### src/rtl/uart_cmd_parser_pkg.sv
// Shared constants and FSM state encodings for the UART command parser.
package uart_cmd_parser_pkg;

    localparam logic [7:0] SYNC_DEFAULT = 8'hA5;
    localparam logic [7:0] ACK_BYTE     = 8'h06;
    localparam logic [7:0] NAK_BYTE     = 8'h15;

    localparam logic [1:0] START_WAIT_LAST = 2'd3;

    typedef enum logic [2:0] {
        IDLE,
        ADDR,
        D3,
        D2,
        D1,
        D0,
        CHK
    } rx_state_e;

    typedef enum logic [1:0] {
        T_IDLE,
        T_START,
        T_BUSY
    } tx_state_e;

endpackage

### src/rtl/uart_resp_tx.sv
// One-entry response holding register plus the transmit handshake FSM.
module uart_resp_tx
    import uart_cmd_parser_pkg::*;
(
    input  logic       clk,
    input  logic       rst_n,
    input  logic       push,
    input  logic [7:0] push_byte,
    input  logic       is_transmitting,
    output logic       transmit,
    output logic [7:0] tx_byte,
    output logic       resp_ovr
);

    tx_state_e  state_q, state_d;
    logic [1:0] wait_q, wait_d;
    logic       pending_q;
    logic [7:0] hold_q;
    logic       send;

    always_comb begin
        // NOTE: every output of this block gets a default first, so no path leaves a latch.
        state_d = state_q;
        wait_d  = wait_q;
        send    = 1'b0;
        case (state_q)
            T_IDLE: begin
                if (pending_q && !is_transmitting) begin
                    send    = 1'b1;
                    wait_d  = '0;
                    state_d = T_START;
                end
            end
            T_START: begin
                if (is_transmitting)                state_d = T_BUSY;
                else if (wait_q == START_WAIT_LAST) state_d = T_IDLE;
                else                                wait_d  = wait_q + 2'd1;
            end
            T_BUSY: begin
                if (!is_transmitting) state_d = T_IDLE;
            end
            default: state_d = T_IDLE;
        endcase
    end

    // A push in the cycle the entry is taken wins, so the newer byte stays pending.
    always_ff @(posedge clk or negedge rst_n) begin
        if (!rst_n) begin
            state_q   <= T_IDLE;
            wait_q    <= '0;
            pending_q <= 1'b0;
            hold_q    <= '0;
            transmit  <= 1'b0;
            tx_byte   <= '0;
            resp_ovr  <= 1'b0;
        end else begin
            // NOTE: registers use non-blocking assignments so every flop samples pre-edge values.
            state_q  <= state_d;
            wait_q   <= wait_d;
            transmit <= send;
            if (send) tx_byte <= hold_q;
            if (push) begin
                hold_q    <= push_byte;
                pending_q <= 1'b1;
                if (pending_q && !send) resp_ovr <= 1'b1;
            end else if (send) begin
                pending_q <= 1'b0;
            end
        end
    end

endmodule

### src/rtl/uart_cmd_parser.sv
// Parses SYNC/ADDR/D3..D0/CHK frames into register writes and queues ACK/NAK replies.
module uart_cmd_parser
    import uart_cmd_parser_pkg::*;
#(
    parameter int unsigned TIMEOUT_CYCLES = 120000,
    parameter logic [7:0]  SYNC_BYTE      = SYNC_DEFAULT
) (
    input  logic        clk,
    input  logic        rst_n,
    input  logic        received,
    input  logic [7:0]  rx_byte,
    input  logic        recv_error,
    input  logic        is_transmitting,
    output logic        transmit,
    output logic [7:0]  tx_byte,
    output logic        wr_en,
    output logic [7:0]  wr_addr,
    output logic [31:0] wr_data,
    output logic        resp_ovr
);

    localparam int GAP_W = $clog2(TIMEOUT_CYCLES + 1);
    localparam logic [GAP_W-1:0] GAP_LIMIT = GAP_W'(TIMEOUT_CYCLES);

    rx_state_e         state_q, state_d;
    logic [7:0]        xor_q, xor_d;
    logic [7:0]        addr_q, addr_d;
    logic [31:0]       data_q, data_d;
    logic [GAP_W-1:0]  gap_q, gap_d;
    logic              wr_pulse;
    logic              push;
    logic [7:0]        push_byte;

    always_comb begin
        state_d   = state_q;
        xor_d     = xor_q;
        addr_d    = addr_q;
        data_d    = data_q;
        gap_d     = gap_q;
        wr_pulse  = 1'b0;
        push      = 1'b0;
        push_byte = ACK_BYTE;
        if (recv_error) begin
            // A framing error abandons a frame in progress; the coincident byte is dropped.
            if (state_q != IDLE) begin
                state_d   = IDLE;
                gap_d     = '0;
                push      = 1'b1;
                push_byte = NAK_BYTE;
            end
        end else if (received) begin
            gap_d = '0;
            case (state_q)
                IDLE: begin
                    if (rx_byte == SYNC_BYTE) begin
                        state_d = ADDR;
                        xor_d   = '0;
                    end
                end
                ADDR: begin
                    addr_d  = rx_byte;
                    xor_d   = xor_q ^ rx_byte;
                    state_d = D3;
                end
                D3, D2, D1, D0: begin
                    data_d  = {data_q[23:0], rx_byte};
                    xor_d   = xor_q ^ rx_byte;
                    state_d = (state_q == D3) ? D2 :
                              (state_q == D2) ? D1 :
                              (state_q == D1) ? D0 : CHK;
                end
                CHK: begin
                    state_d   = IDLE;
                    push      = 1'b1;
                    wr_pulse  = (rx_byte == xor_q);
                    push_byte = (rx_byte == xor_q) ? ACK_BYTE : NAK_BYTE;
                end
                default: state_d = IDLE;
            endcase
        end else if (state_q != IDLE) begin
            if (gap_q == GAP_LIMIT) begin
                state_d = IDLE;
                gap_d   = '0;
            end else begin
                gap_d = gap_q + GAP_W'(1);
            end
        end
    end

    always_ff @(posedge clk or negedge rst_n) begin
        if (!rst_n) begin
            state_q <= IDLE;
            xor_q   <= '0;
            addr_q  <= '0;
            data_q  <= '0;
            gap_q   <= '0;
            wr_en   <= 1'b0;
            wr_addr <= '0;
            wr_data <= '0;
        end else begin
            state_q <= state_d;
            xor_q   <= xor_d;
            addr_q  <= addr_d;
            data_q  <= data_d;
            gap_q   <= gap_d;
            wr_en   <= wr_pulse;
            if (wr_pulse) begin
                wr_addr <= addr_q;
                wr_data <= data_q;
            end
        end
    end

    uart_resp_tx u_resp_tx (
        .clk             (clk),
        .rst_n           (rst_n),
        .push            (push),
        .push_byte       (push_byte),
        .is_transmitting (is_transmitting),
        .transmit        (transmit),
        .tx_byte         (tx_byte),
        .resp_ovr        (resp_ovr)
    );

endmodule

### config.mk
export PLATFORM = sky130hd
export DESIGN_NAME = uart_cmd_parser
export DESIGN_NICKNAME = d
export VERILOG_FILES = /design/src/rtl/uart_cmd_parser_pkg.sv /design/src/rtl/uart_resp_tx.sv /design/src/rtl/uart_cmd_parser.sv
export SDC_FILE = /design/constraint.sdc
export NUM_CORES = 1
export LEC_CHECK = 0
export BUFFER_PORTS_ARGS = -buffer_cell sky130_fd_sc_hd__buf_2
export CAP_MARGIN = 10
export CORE_MARGIN = 2
export CORE_UTILIZATION = 60
export CTS_BUF_LIST = sky130_fd_sc_hd__clkbuf_2
export CTS_CLUSTER_DIAMETER = 80
export DETAILED_ROUTE_END_ITERATION = 8
export PLACE_DENSITY = 0.82
export SYNTH_ARGS = -nofsm -noshare
export SYNTH_HDL_FRONTEND = slang
export SYNTH_SLANG_ARGS = --single-unit
export TNS_END_PERCENT = 50
### constraint.sdc
create_clock -name clk -period 2.2 [get_ports clk]
set_input_delay 0 -clock clk [delete_from_list [all_inputs] [get_ports clk]]
set_output_delay 0 -clock clk [all_outputs]
set_load 0.03 [all_outputs]
==> results of run 1 <==
==> cell usage in the layout, fill, tap and decap left out, drive strengths merged, types with 5 or more instances in the layout <==
master / n
a21oi: 9
buf: 71
clkbuf: 18
dfrtp: 122
dlygate4sd3: 14
inv: 17
mux2: 82
nand2: 35
nand3: 7
nand4: 6
nor2: 18
nor3: 5
nor4: 14
o21ai: 17
o31ai: 12
xor2: 11
==> worst max-delay path, stage by stage, from the launching register on <==
cell and delay, ns:
sky130_fd_sc_hd__dfrtp_1 0.62, sky130_fd_sc_hd__nand2_1 0.18, sky130_fd_sc_hd__nor4b_4 0.34, sky130_fd_sc_hd__nand3_2 0.14, sky130_fd_sc_hd__buf_12 0.22, sky130_fd_sc_hd__mux2_4 0.33
==> power groups by stage <==
stage | Sequential (mW) | Clock [mW] | Combinational (mW)
finish | 2.33 | 1.70 | 0.294
global placement | 2.37 | 0 | 0.257
global route | 2.34 | 1.83 | 0.326
CTS | 2.33 | 1.74 | 0.294
floorplan | 2.39 | 0 | 0.131
detailed placement | 2.37 | 0 | 0.268
==> what timing repair did <==
item / 4_1_cts / 5_1_grt
hold buffers: 15 / 0
hold endpoints to repair: 173 / 0
endpoints found under the setup margin: 0 / 0
==> per-layer routing <==
metal / wire [um] / track usage [%] / share of wire [%]
met5: 0 / 0 / 0
met4: 299 / 10.1 / 2.8
met3: 461 / 5.29 / 4.3
met2: 5270 / 38.0 / 49
met1: 4770 / 31.1 / 44
==> registers in the layout (all words and copies together) (netlist names) <==
name,cells
u_resp_tx.pending_q,1
wr_addr,8
u_resp_tx.hold_q,3
addr_q,8
u_resp_tx.transmit,1
xor_q,8
u_resp_tx.wait_q,2
state_q,3
u_resp_tx.tx_byte,3
gap_q,17
u_resp_tx.resp_ovr,1
wr_en,1
wr_data,32
data_q,32
u_resp_tx.state_q,2
==> per-stage QoR <==
stage,instances,setup WS (ns),utilization (%)
floorplan,427,0.495,-
global placement,586,0.319,65.5
detailed placement,586,0.276,65.5
CTS,633,0.202,70.5
global route,633,0.107,70.5
finish,633,0.221,70.5
==> path summary, 6_finish.rpt <==
path / endpoint / startpoint / cells after the start / slack, ns
max: wr_data[11] / state_q[1] / 5 / 0.22
min: u_resp_tx.state_q[0] / is_transmitting / 3 / 0.10
max reg2reg: wr_data[11] / state_q[1] / 5 / 0.22
min reg2reg: u_resp_tx.resp_ovr / u_resp_tx.resp_ovr / 1 / 0.49
max in group asynchronous: wr_data[13] / rst_n / 4 / 1.38
min in group asynchronous: wr_data[29] / rst_n / 4 / 0.47
==> cells by family after synthesis <==
logic type,Yosys count
simple gates,110
other cells,1
flops,122
mux,83
buf+inv,32
xor+xnor,13
fa+ha+maj,3
compound gates,60
==> cell type report <==
type,instances,area (sq um),share of cell area [%]
timing repair buffer,85,578,9.00
clock buffer,18,90.1,1.40
clock inverter,14,208,3.23
tap,111,139,2.16
sequential,122,3050,47.5
inverter,10,37.5,0.584
multi-input combinational,273,2320,36.1
==> metrics.txt, run 1 <==
# TYPE chip_impl_metric gauge
chip_impl_metric{name="clock_tree.buffer_depth",unit=""} 2
chip_impl_info{name="largest_family_of_logic_cells_by_synthesized_area",value="multiplexers"} 1
chip_impl_info{name="worst-setup-path-type",value="flip-flop to flip-flop"} 1
chip_impl_info{name="outcome",value="finished, final reports clean"} 1
chip_impl_metric{name="insertedDiodeCount",unit=""} 0
chip_impl_metric{name="share_seq_of_total_power",unit="%"} 54.0
chip_impl_metric{name="power_density",unit="nW/um^2"} 674
chip_impl_metric{name="clock_tree.htree_level_count",unit=""} 4
chip_impl_metric{name="power_switching_share",unit="%"} 26.4
chip_impl_metric{name="gp_congestion",unit=""} 0.921
chip_impl_info{name="synth.top_cells.by_count",value="122 x sky130_fd_sc_hd__dfrtp_1, 42 x sky130_fd_sc_hd__mux2_1, 39 x sky130_fd_sc_hd__mux2_4"} 1
chip_impl_metric{name="leakage_power",unit="nW"} 3.42
chip_impl_info{name="ys_top_cells_by_area",value="sky130_fd_sc_hd__dfrtp_1 55%, sky130_fd_sc_hd__mux2_4 11%, sky130_fd_sc_hd__mux2_1 8.5%, sky130_fd_sc_hd__nand2_1 2.3%, sky130_fd_sc_hd__xor2_1 1.7%"} 1
chip_impl_info{name="clock_tree.root_cell",value="sky130_fd_sc_hd__clkbuf_2"} 1
chip_impl_metric{name="grt_max_degree",unit=""} 45
chip_impl_metric{name="area_growth_from_synthesis_to_final_layout",unit="%"} 15.7
chip_impl_metric{name="timing.clock.skew",unit="ns"} 0.0346
chip_impl_metric{name="post_synth.cell_area_avg",unit="sq um"} 13.1
chip_impl_info{name="grt_setup_unrepaired",value="no"} 1
chip_impl_metric{name="drt_first_iter_violations",unit=""} 197
chip_impl_metric{name="final.setup.tns",unit="ns"} 0
chip_impl_metric{name="post-layout-total-power",unit="mW"} 4.33
chip_impl_metric{name="max_clock_freq",unit="MHz"} 505
chip_impl_metric{name="crit_path_max_fanout",unit=""} 41
chip_impl_metric{name="comb_power_share",unit="%"} 6.8
chip_impl_metric{name="drt.antenna.violating_nets",unit=""} 0
chip_impl_metric{name="stdcell_area",unit="sq um"} 6420
chip_impl_metric{name="clk_latency",unit="ns"} 0.65
chip_impl_metric{name="p_sw",unit="mW"} 1.14
chip_impl_metric{name="seq_area_frac_synth",unit="%"} 55.0
chip_impl_metric{name="drt-wirelength-per-cell",unit="um"} 17.1
chip_impl_metric{name="synth_simple_gate_area_share",unit="%"} 11.8
chip_impl_metric{name="postSynth.asyncResetShare",unit="%"} 100
chip_impl_metric{name="ys_warn_count",unit=""} 0
chip_impl_metric{name="synth_compound_gate_area_share",unit="%"} 7.53
chip_impl_metric{name="antenna_found_initial",unit=""} 0
chip_impl_metric{name="io_buffers",unit=""} 59
chip_impl_info{name="synthMostInstantiatedCell",value="sky130_fd_sc_hd__dfrtp_1"} 1
chip_impl_info{name="critPathLaunchType",value="flip-flop"} 1
chip_impl_metric{name="ys_types",unit=""} 60
chip_impl_metric{name="intPower",unit="mW"} 3.18
chip_impl_metric{name="ir_drop",unit="mV"} 0.358
chip_impl_metric{name="tritoncts.num_buffers",unit=""} 17
chip_impl_metric{name="timing.final.hold_violations",unit=""} 0
chip_impl_metric{name="final.period_utilization",unit="%"} 90.0
chip_impl_metric{name="clk_pin_slew",unit="ns"} 0.19
chip_impl_metric{name="number_of_max_cap_violations",unit=""} 0
chip_impl_metric{name="grt-ovfl-total",unit=""} 0
chip_impl_metric{name="die-width",unit="um"} 100
chip_impl_metric{name="drc_errors_left",unit=""} 0
chip_impl_metric{name="synth_area",unit="sq um"} 5550
chip_impl_metric{name="slew_headroom",unit="%"} 60.1
chip_impl_metric{name="dr_pass1_iterations",unit=""} 5
chip_impl_metric{name="nets",unit=""} 525
chip_impl_metric{name="hold-worst-slack",unit="ns"} 0.102
chip_impl_metric{name="placedInstanceArea",unit="sq um"} 5960
chip_impl_metric{name="worst-slew-pin-transition",unit="ns"} 0.590
chip_impl_info{name="critPathCaptureType",value="flip-flop"} 1
chip_impl_metric{name="post_route_cells_drive_above_1_share",unit="%"} 30.5
chip_impl_metric{name="grt.total_usage",unit="%"} 23.6
chip_impl_metric{name="power_frac_clock",unit="%"} 39.3
chip_impl_metric{name="cp.required",unit="ns"} 2.74
chip_impl_metric{name="coreArea",unit="sq um"} 9110
chip_impl_metric{name="numClockSinks",unit=""} 122
chip_impl_info{name="ys_dominant_reg_cell",value="sky130_fd_sc_hd__dfrtp_1"} 1
chip_impl_metric{name="filler_cell_count",unit=""} 630
chip_impl_metric{name="drv_slew",unit=""} 0
chip_impl_metric{name="grt_pass1_vias",unit=""} 3846
chip_impl_metric{name="synth-adder-area-share",unit="%"} 0.676
chip_impl_metric{name="worstPathArrival",unit="ns"} 2.52
chip_impl_metric{name="dieArea",unit="sq um"} 10000
chip_impl_metric{name="rows",unit=""} 35
chip_impl_info{name="netlist.top_cell.by_area",value="sky130_fd_sc_hd__dfrtp_1"} 1
chip_impl_metric{name="synth-seq-cells",unit=""} 122
chip_impl_info{name="tritoncts",value="yes"} 1
chip_impl_metric{name="io_pins",unit=""} 64
chip_impl_metric{name="final-setup-viol-count",unit=""} 0
chip_impl_metric{name="post_cts.resized_instances",unit=""} 0
chip_impl_metric{name="detailroute.via_count",unit=""} 3731
chip_impl_metric{name="synth_edf_count",unit=""} 0
chip_impl_metric{name="synthesized_area_fraction_occupied_by_xor_and_xnor_cells",unit="%"} 2.05
chip_impl_metric{name="yosys.area.top_type_share",unit="%"} 55.0
chip_impl_metric{name="die_height",unit="um"} 100
chip_impl_metric{name="postSynthCellCount",unit=""} 424
chip_impl_metric{name="post-route-min-period",unit="ns"} 1.98
chip_impl_metric{name="post_detail_place_hpwl",unit="mm"} 7.08
chip_impl_metric{name="muxShareOfSynthArea",unit="%"} 19.5
chip_impl_info{name="min-delay-path-class",value="input pin to flip-flop"} 1
chip_impl_metric{name="post_cts.repair.setup_buffers",unit=""} 0
chip_impl_metric{name="floorplan.initialDensity",unit="%"} 60.9
chip_impl_metric{name="finalWirelength",unit="mm"} 10.8
chip_impl_metric{name="first_pass_grt_wire_length",unit="mm"} 18.7
chip_impl_metric{name="viasPerCell",unit=""} 5.89
No activity file was read; power rests on OpenSTA's default activity.
==> inputs of run 2 (changes only) <==
Clock period 2.2 ns to 2.15 ns, I/O delays scaled along.
==> run 2 against run 1 <==
Effect of this change:
- critical path depth stayed put
- setup slack worse by 0.066 ns
- clock-buffer cell count is 1 lower
- non-clock buffer count is 1 lower
- fmax is 0.80% lower
- final cell count is 0.32% lower
- hold slack worse by 0.022 ns
- final area is 0.94% lower
- clock skew is 0.0060 ns lower
- register-to-register slack worse by 0.07 ns
- total power is 2.3% lower
- global-route usage is 0.64 points lower
- critical endpoint is now u_resp_tx.hold_q[0]
==> metrics.txt, run 2 (same netlist as run 1, synthesis figures left out) <==
# TYPE chip_impl_metric gauge
chip_impl_info{name="outcome",value="finished, final reports clean"} 1
chip_impl_metric{name="clock_tree.buffer_depth",unit=""} 2
chip_impl_metric{name="drt.antenna.violating_nets",unit=""} 0
chip_impl_info{name="min-delay-path-class",value="input pin to flip-flop"} 1
chip_impl_info{name="worstSetupEndpoint",value="u_resp_tx.hold_q[0]"} 1
chip_impl_metric{name="drv_slew",unit=""} 0
chip_impl_metric{name="grt-ovfl-total",unit=""} 0
chip_impl_metric{name="max_clock_freq",unit="MHz"} 501
chip_impl_metric{name="reg2reg_setup_slack",unit="ns"} 0.15
chip_impl_metric{name="timing.final.hold_violations",unit=""} 0
chip_impl_metric{name="nets",unit=""} 524
chip_impl_metric{name="first_pass_grt_wire_length",unit="mm"} 18.1
chip_impl_metric{name="clock_tree.htree_level_count",unit=""} 4
chip_impl_info{name="r2r-end",value="u_resp_tx.hold_q[0]"} 1
chip_impl_info{name="grt_setup_unrepaired",value="no"} 1
chip_impl_metric{name="floorplan.initialDensity",unit="%"} 60.9
chip_impl_metric{name="grt.total_usage",unit="%"} 23.0
chip_impl_metric{name="cp.required",unit="ns"} 2.72
chip_impl_metric{name="timing.clock.skew",unit="ns"} 0.0287
chip_impl_metric{name="die_height",unit="um"} 100
chip_impl_info{name="leading_cell_type_in_the_layout_fill_and_taps_excluded",value="sky130_fd_sc_hd__dfrtp_1"} 1
chip_impl_metric{name="post_cts.repair.setup_buffers",unit=""} 0
chip_impl_metric{name="ir_drop",unit="mV"} 0.432
chip_impl_metric{name="die-width",unit="um"} 100
chip_impl_metric{name="finalWirelength",unit="mm"} 10.5
chip_impl_metric{name="dieArea",unit="sq um"} 10000
chip_impl_metric{name="gp_congestion",unit=""} 0.861
chip_impl_info{name="clock_tree.root_cell",value="sky130_fd_sc_hd__clkbuf_2"} 1
chip_impl_info{name="tritoncts",value="yes"} 1
chip_impl_info{name="critPathLaunchType",value="flip-flop"} 1
chip_impl_info{name="setup.worst_path.start",value="state_q[2]"} 1
chip_impl_metric{name="tritoncts.num_buffers",unit=""} 17
chip_impl_info{name="r2r-start",value="state_q[2]"} 1
chip_impl_metric{name="worst-r2r-cell-count",unit=""} 5
chip_impl_metric{name="power_density",unit="nW/um^2"} 664
chip_impl_metric{name="viasPerCell",unit=""} 5.79
chip_impl_metric{name="insertedDiodeCount",unit=""} 0
chip_impl_metric{name="drt-wirelength-per-cell",unit="um"} 16.7
chip_impl_metric{name="post-route-min-period",unit="ns"} 2.00
chip_impl_metric{name="antenna_found_initial",unit=""} 0
chip_impl_info{name="worst-setup-path-type",value="flip-flop to flip-flop"} 1
chip_impl_metric{name="drc_errors_left",unit=""} 0
chip_impl_metric{name="detailroute.via_count",unit=""} 3654
chip_impl_metric{name="clk_latency",unit="ns"} 0.66
chip_impl_metric{name="dr_pass1_iterations",unit=""} 4
chip_impl_info{name="registers_with_the_most_flip_flops",value="data_q: 32 flops, wr_data: 32 flops, gap_q: 17 flops"} 1
chip_impl_metric{name="io_pins",unit=""} 64
chip_impl_metric{name="post_route_cells_drive_above_1_share",unit="%"} 30.4
chip_impl_metric{name="clk_pin_slew",unit="ns"} 0.19
chip_impl_metric{name="worstPathArrival",unit="ns"} 2.57
chip_impl_metric{name="final-setup-viol-count",unit=""} 0
chip_impl_metric{name="post_detail_place_hpwl",unit="mm"} 7.17
chip_impl_metric{name="numClockSinks",unit=""} 122
chip_impl_metric{name="grt_max_degree",unit=""} 56
chip_impl_metric{name="drt_first_iter_violations",unit=""} 161
chip_impl_metric{name="rows",unit=""} 35
chip_impl_metric{name="area_growth_from_synthesis_to_final_layout",unit="%"} 14.7
chip_impl_metric{name="number_of_max_cap_violations",unit=""} 0
chip_impl_metric{name="final.period_utilization",unit="%"} 92.8
chip_impl_metric{name="io_buffers",unit=""} 59
chip_impl_metric{name="grt_pass1_vias",unit=""} 3770
chip_impl_metric{name="leakage_power",unit="nW"} 3.40
chip_impl_metric{name="hold-worst-slack",unit="ns"} 0.0795
chip_impl_metric{name="crit_path_max_fanout",unit=""} 10
chip_impl_metric{name="final.setup.tns",unit="ns"} 0
chip_impl_metric{name="coreArea",unit="sq um"} 9110
chip_impl_info{name="final_cell_mix",value="121 x sky130_fd_sc_hd__dfrtp_1, 58 x sky130_fd_sc_hd__buf_2, 42 x sky130_fd_sc_hd__mux2_1"} 1
chip_impl_info{name="critPathCaptureType",value="flip-flop"} 1
run 2: cell types whose count changed in the layout (fill, tap and decap cells not counted), sizes merged:
cell      before  now
clkinv         1    8
inv           17   13
clkinvlp       2    0
buf           71   70
bufinv         4    3
clkbuf        18   17
run 2: worst min path at each step:
| stage | from | end | slack (ns) | cells past startpoint |
|---|---|---|---|---|
| 2_1_floorplan | rst_n | addr_q[0] | -0.30 | 0 |
| 3_3_place_gp | rst_n | data_q[30] | 0.03 | 2 |
| 3_5_place_dp | rst_n | wr_addr[7] | 0.02 | 2 |
| 4_1_cts | is_transmitting | u_resp_tx.state_q[0] | 0.03 | 3 |
| 5_1_grt | is_transmitting | u_resp_tx.state_q[0] | 0.06 | 3 |
| 6_report | is_transmitting | u_resp_tx.state_q[0] | 0.08 | 3 |
run 2: layout make-up:
cell class | instances | area (sq um)
repair buffers | 84 | 558
inverters | 10 | 37.5
clock inverters | 14 | 171
flip-flops and latches | 122 | 3050
well taps | 111 | 139
clock buffers | 17 | 85.1
multi-input cells | 273 | 2320
fillers | 636 | 2750
run 2: critical path, stage by stage (launching register included):
cell and delay [ns]:
sky130_fd_sc_hd__dfrtp_1 0.61, sky130_fd_sc_hd__nand2_1 0.18, sky130_fd_sc_hd__nor4b_4 0.30, sky130_fd_sc_hd__dlygate4sd3_1 0.62, sky130_fd_sc_hd__inv_1 0.05, sky130_fd_sc_hd__a21o_1 0.17
run 2: report_power, final:
group          leakage (nW)  internal, mW  total [mW]  switching [mW]
Sequential             1.69          2.35        2.39          0.0431
Clock                 0.159         0.653        1.55           0.894
Combinational          1.55         0.105       0.291           0.185
Total                  3.40          3.10        4.23            1.12
run 2: stage by stage:
| stage | setup slack, ns | std cells | total power [mW] | util (%) | cell area (sq um) |
|---|---|---|---|---|---|
| after floorplan | 0.445 | 427 | 2.58 | - | 5560 |
| after global placement | 0.273 | 586 | 2.69 | 65.5 | 5960 |
| after detailed placement | 0.212 | 586 | 2.70 | 65.5 | 5960 |
| after CTS | 0.123 | 631 | 4.26 | 69.8 | 6360 |
| after global routing | 0.0410 | 631 | 4.40 | 69.8 | 6360 |
| final | 0.155 | 631 | 4.23 | 69.8 | 6360 |
run 2: per-layer routing:
metal  global-route usage (%)  wire length (um)  part of all wire (%)
met1                     29.9              4690                    45
met2                     37.8              5340                    51
met3                     5.01               417                   4.0
met4                     9.27                86                  0.82
met5                        0                 0                     0
run 2: timing repair:
item | CTS | global route
resized for setup | 0 | 1
hold endpoints to repair | 168 | 0
setup endpoints to repair | 0 | 1
hold buffers | 14 | 0
==> inputs of run 3 (changes only) <==
Clock period 2.15 ns to 1.9 ns, I/O delays scaled along.
==> run 3 against run 2 <==
Effect of this change:
- wire length rose by 6.2%
- first-iteration DRC count rose by 30%
- critical path type unchanged
- non-clock buffer count rose by 19
- hold slack improved by 0.028 ns
- sequential power rose by 13%
- register-to-register slack got worse by 0.09 ns
==> metrics.txt, run 3 (same netlist as run 1, synthesis figures left out) <==
# TYPE chip_impl_metric gauge
chip_impl_metric{name="post_detail_place_hpwl",unit="mm"} 7.29
chip_impl_metric{name="crit_path_max_fanout",unit=""} 41
chip_impl_metric{name="wl_met3",unit="um"} 408
chip_impl_metric{name="grt.total_usage",unit="%"} 24.5
chip_impl_info{name="tritoncts",value="yes"} 1
chip_impl_metric{name="drt_first_iter_violations",unit=""} 210
chip_impl_metric{name="worst-slew-pin-transition",unit="ns"} 0.535
chip_impl_metric{name="met2_length",unit="mm"} 5.78
chip_impl_metric{name="coreArea",unit="sq um"} 9110
chip_impl_info{name="cpMaxStageDelayCell",value="sky130_fd_sc_hd__dfrtp_1"} 1
chip_impl_metric{name="antenna_found_initial",unit=""} 0
chip_impl_metric{name="leakage_power",unit="nW"} 3.50
chip_impl_metric{name="reg2reg_setup_slack",unit="ns"} 0.06
chip_impl_info{name="r2r-end",value="wr_data[21]"} 1
chip_impl_metric{name="drt-wirelength-per-cell",unit="um"} 17.2
chip_impl_metric{name="finalWirelength",unit="mm"} 11.2
chip_impl_info{name="critical_path.cell_chain",value="xor2_1, nor4_4, nand3_2, buf_12, mux2_4"} 1
chip_impl_metric{name="insertedDiodeCount",unit=""} 0
chip_impl_metric{name="gp_congestion",unit=""} 0.839
chip_impl_metric{name="grt_max_degree",unit=""} 47
chip_impl_info{name="r2r-start",value="xor_q[0]"} 1
chip_impl_metric{name="grt-ovfl-total",unit=""} 0
chip_impl_metric{name="power_frac_clock",unit="%"} 33.5
chip_impl_metric{name="timing.clock.skew",unit="ns"} 0.0373
chip_impl_metric{name="numClockSinks",unit=""} 122
chip_impl_metric{name="detailroute.via_count",unit=""} 3729
chip_impl_metric{name="floorplan.initialDensity",unit="%"} 60.9
chip_impl_metric{name="final-setup-viol-count",unit=""} 0
chip_impl_metric{name="number_of_max_cap_violations",unit=""} 0
chip_impl_info{name="outcome",value="finished, final reports clean"} 1
chip_impl_metric{name="worst_slack",unit="ns"} 0.0612
chip_impl_metric{name="final.setup.tns",unit="ns"} 0
chip_impl_metric{name="m1WireLength",unit="mm"} 4.82
chip_impl_info{name="final_cell_mix",value="122 x sky130_fd_sc_hd__dfrtp_1, 58 x sky130_fd_sc_hd__buf_2, 41 x sky130_fd_sc_hd__mux2_1"} 1
chip_impl_info{name="routed.top_layer",value="met4"} 1
chip_impl_info{name="clock_tree.root_cell",value="sky130_fd_sc_hd__clkbuf_2"} 1
chip_impl_info{name="worstSetupEndpoint",value="wr_data[21]"} 1
chip_impl_metric{name="post-route-min-period",unit="ns"} 1.84
chip_impl_info{name="leading_cell_type_in_the_layout_fill_and_taps_excluded",value="sky130_fd_sc_hd__dfrtp_1"} 1
chip_impl_metric{name="dieArea",unit="sq um"} 10000
chip_impl_metric{name="timing.final.hold_violations",unit=""} 0
chip_impl_metric{name="rows",unit=""} 35
chip_impl_metric{name="critical_path_max_stage_delay",unit="ns"} 0.44
chip_impl_info{name="min-delay-path-class",value="input pin to flip-flop"} 1
chip_impl_metric{name="max_clock_freq",unit="MHz"} 544
chip_impl_metric{name="drv_slew",unit=""} 0
chip_impl_info{name="registers_with_the_most_flip_flops",value="data_q: 32 flops, wr_data: 32 flops, gap_q: 17 flops"} 1
chip_impl_metric{name="final.period_utilization",unit="%"} 96.8
chip_impl_metric{name="die_height",unit="um"} 100
chip_impl_metric{name="viasPerCell",unit=""} 5.73
chip_impl_info{name="critPathLaunchType",value="flip-flop"} 1
chip_impl_metric{name="post_route_cells_drive_above_1_share",unit="%"} 33.1
chip_impl_metric{name="intPower",unit="mW"} 3.29
chip_impl_metric{name="power_switching_share",unit="%"} 28.7
chip_impl_info{name="grt_setup_unrepaired",value="no"} 1
chip_impl_metric{name="worst-r2r-cell-count",unit=""} 5
chip_impl_metric{name="nets",unit=""} 543
chip_impl_metric{name="share_seq_of_total_power",unit="%"} 58.6
chip_impl_metric{name="preCtsSetupSlack",unit="ns"} 0.0686
chip_impl_metric{name="dr_pass1_iterations",unit=""} 4
chip_impl_metric{name="ir_drop",unit="mV"} 0.558
chip_impl_metric{name="power_density",unit="nW/um^2"} 706
chip_impl_metric{name="cp.required",unit="ns"} 2.43
chip_impl_metric{name="first_pass_grt_wire_length",unit="mm"} 19.0
chip_impl_metric{name="area_growth_from_synthesis_to_final_layout",unit="%"} 17.7
chip_impl_info{name="worst-setup-path-type",value="flip-flop to flip-flop"} 1
chip_impl_metric{name="io_buffers",unit=""} 59
chip_impl_metric{name="die-width",unit="um"} 100
chip_impl_metric{name="p_sw",unit="mW"} 1.32
chip_impl_metric{name="io_pins",unit=""} 64
chip_impl_metric{name="drc_errors_left",unit=""} 0
chip_impl_metric{name="drt.antenna.violating_nets",unit=""} 0
chip_impl_metric{name="clk_latency",unit="ns"} 0.66
chip_impl_info{name="critPathCaptureType",value="flip-flop"} 1
chip_impl_metric{name="clock_tree.htree_level_count",unit=""} 4
chip_impl_metric{name="clock_tree.buffer_depth",unit=""} 2
chip_impl_metric{name="worstPathArrival",unit="ns"} 2.37
chip_impl_metric{name="clk_pin_slew",unit="ns"} 0.21
chip_impl_metric{name="comb_power_share",unit="%"} 7.8
chip_impl_metric{name="slew_headroom",unit="%"} 63.9
chip_impl_metric{name="tritoncts.num_buffers",unit=""} 17
chip_impl_metric{name="grt_pass1_vias",unit=""} 3866
chip_impl_info{name="setup.worst_path.start",value="xor_q[0]"} 1
[run 3: changes by cell type in the layout (fill, tap and decap cells not counted), moves of 2 or more]
cell,previous run,this run
sky130_fd_sc_hd__clkinvlp_4,0,2
sky130_fd_sc_hd__buf_12,3,5
sky130_fd_sc_hd__bufinv_16,3,1
sky130_fd_sc_hd__buf_4,9,26
[run 3: critical path: cells and delay by family (launching register included)]
kind          cells  cell delay [ns]
simple gates      2             0.50
flops             1             0.44
mux               1             0.33
buf+inv           1             0.24
xor+xnor          1             0.21
[run 3: how the worst min path moves through the flow]
stage / start / to / slack (ns) / cells after the start
2_1_floorplan: rst_n / addr_q[0] / -0.30 / 0
3_3_place_gp: rst_n / wr_addr[6] / -0.05 / 1
3_5_place_dp: rst_n / wr_data[30] / -0.04 / 1
4_1_cts: is_transmitting / u_resp_tx.state_q[0] / 0.03 / 3
5_1_grt: is_transmitting / u_resp_tx.state_q[0] / 0.06 / 3
6_report: is_transmitting / u_resp_tx.state_q[0] / 0.11 / 3
[run 3: timing repair]
action | in CTS | in global routing
hold buffers | 15 | 0
buffers inserted | 0 | 2
endpoints found under the hold margin | 176 | 0
gates resized for setup | 0 | 5
endpoints found under the setup margin | 0 | 50
[run 3: layout make-up]
class	instances	area, sq um
sequential	122	3050
fill	616	2580
multi-input combinational	273	2350
timing repair buffer	103	726
clock inverter	15	141
tap	111	139
clock buffer	17	85.1
inverter	10	37.5
[run 3: power by group through the flow]
stage / clock [mW] / combinational [mW] / sequential (mW)
floorplan: 0 / 0.151 / 2.77
global placement: 0 / 0.312 / 2.74
detailed placement: 0 / 0.325 / 2.75
CTS: 1.58 / 0.353 / 2.70
global route: 1.71 / 0.404 / 2.71
finish: 1.55 / 0.362 / 2.70
[run 3: metal layers]
layer  track usage [%]  up-vias
met5                 0        -
met4              8.54        0
met3              5.85       20
met2              41.3       98
met1              31.3     1862
li1                  -     1749
[run 3: through the flow]
| step | hold WS (ns) | instance area, sq um | power, mW | utilization [%] | instances |
|---|---|---|---|---|---|
| 2_1_floorplan | -0.296 | 5560 | 2.92 | - | 427 |
| 3_3_place_gp | -0.0463 | 6100 | 3.05 | 66.9 | 602 |
| 3_5_place_dp | -0.0367 | 6100 | 3.07 | 66.9 | 602 |
| 4_1_cts | 0.0326 | 6480 | 4.64 | 71.2 | 649 |
| 5_1_grt | 0.0607 | 6530 | 4.83 | 71.7 | 651 |
| 6_report | 0.108 | 6530 | 4.61 | 71.7 | 651 |
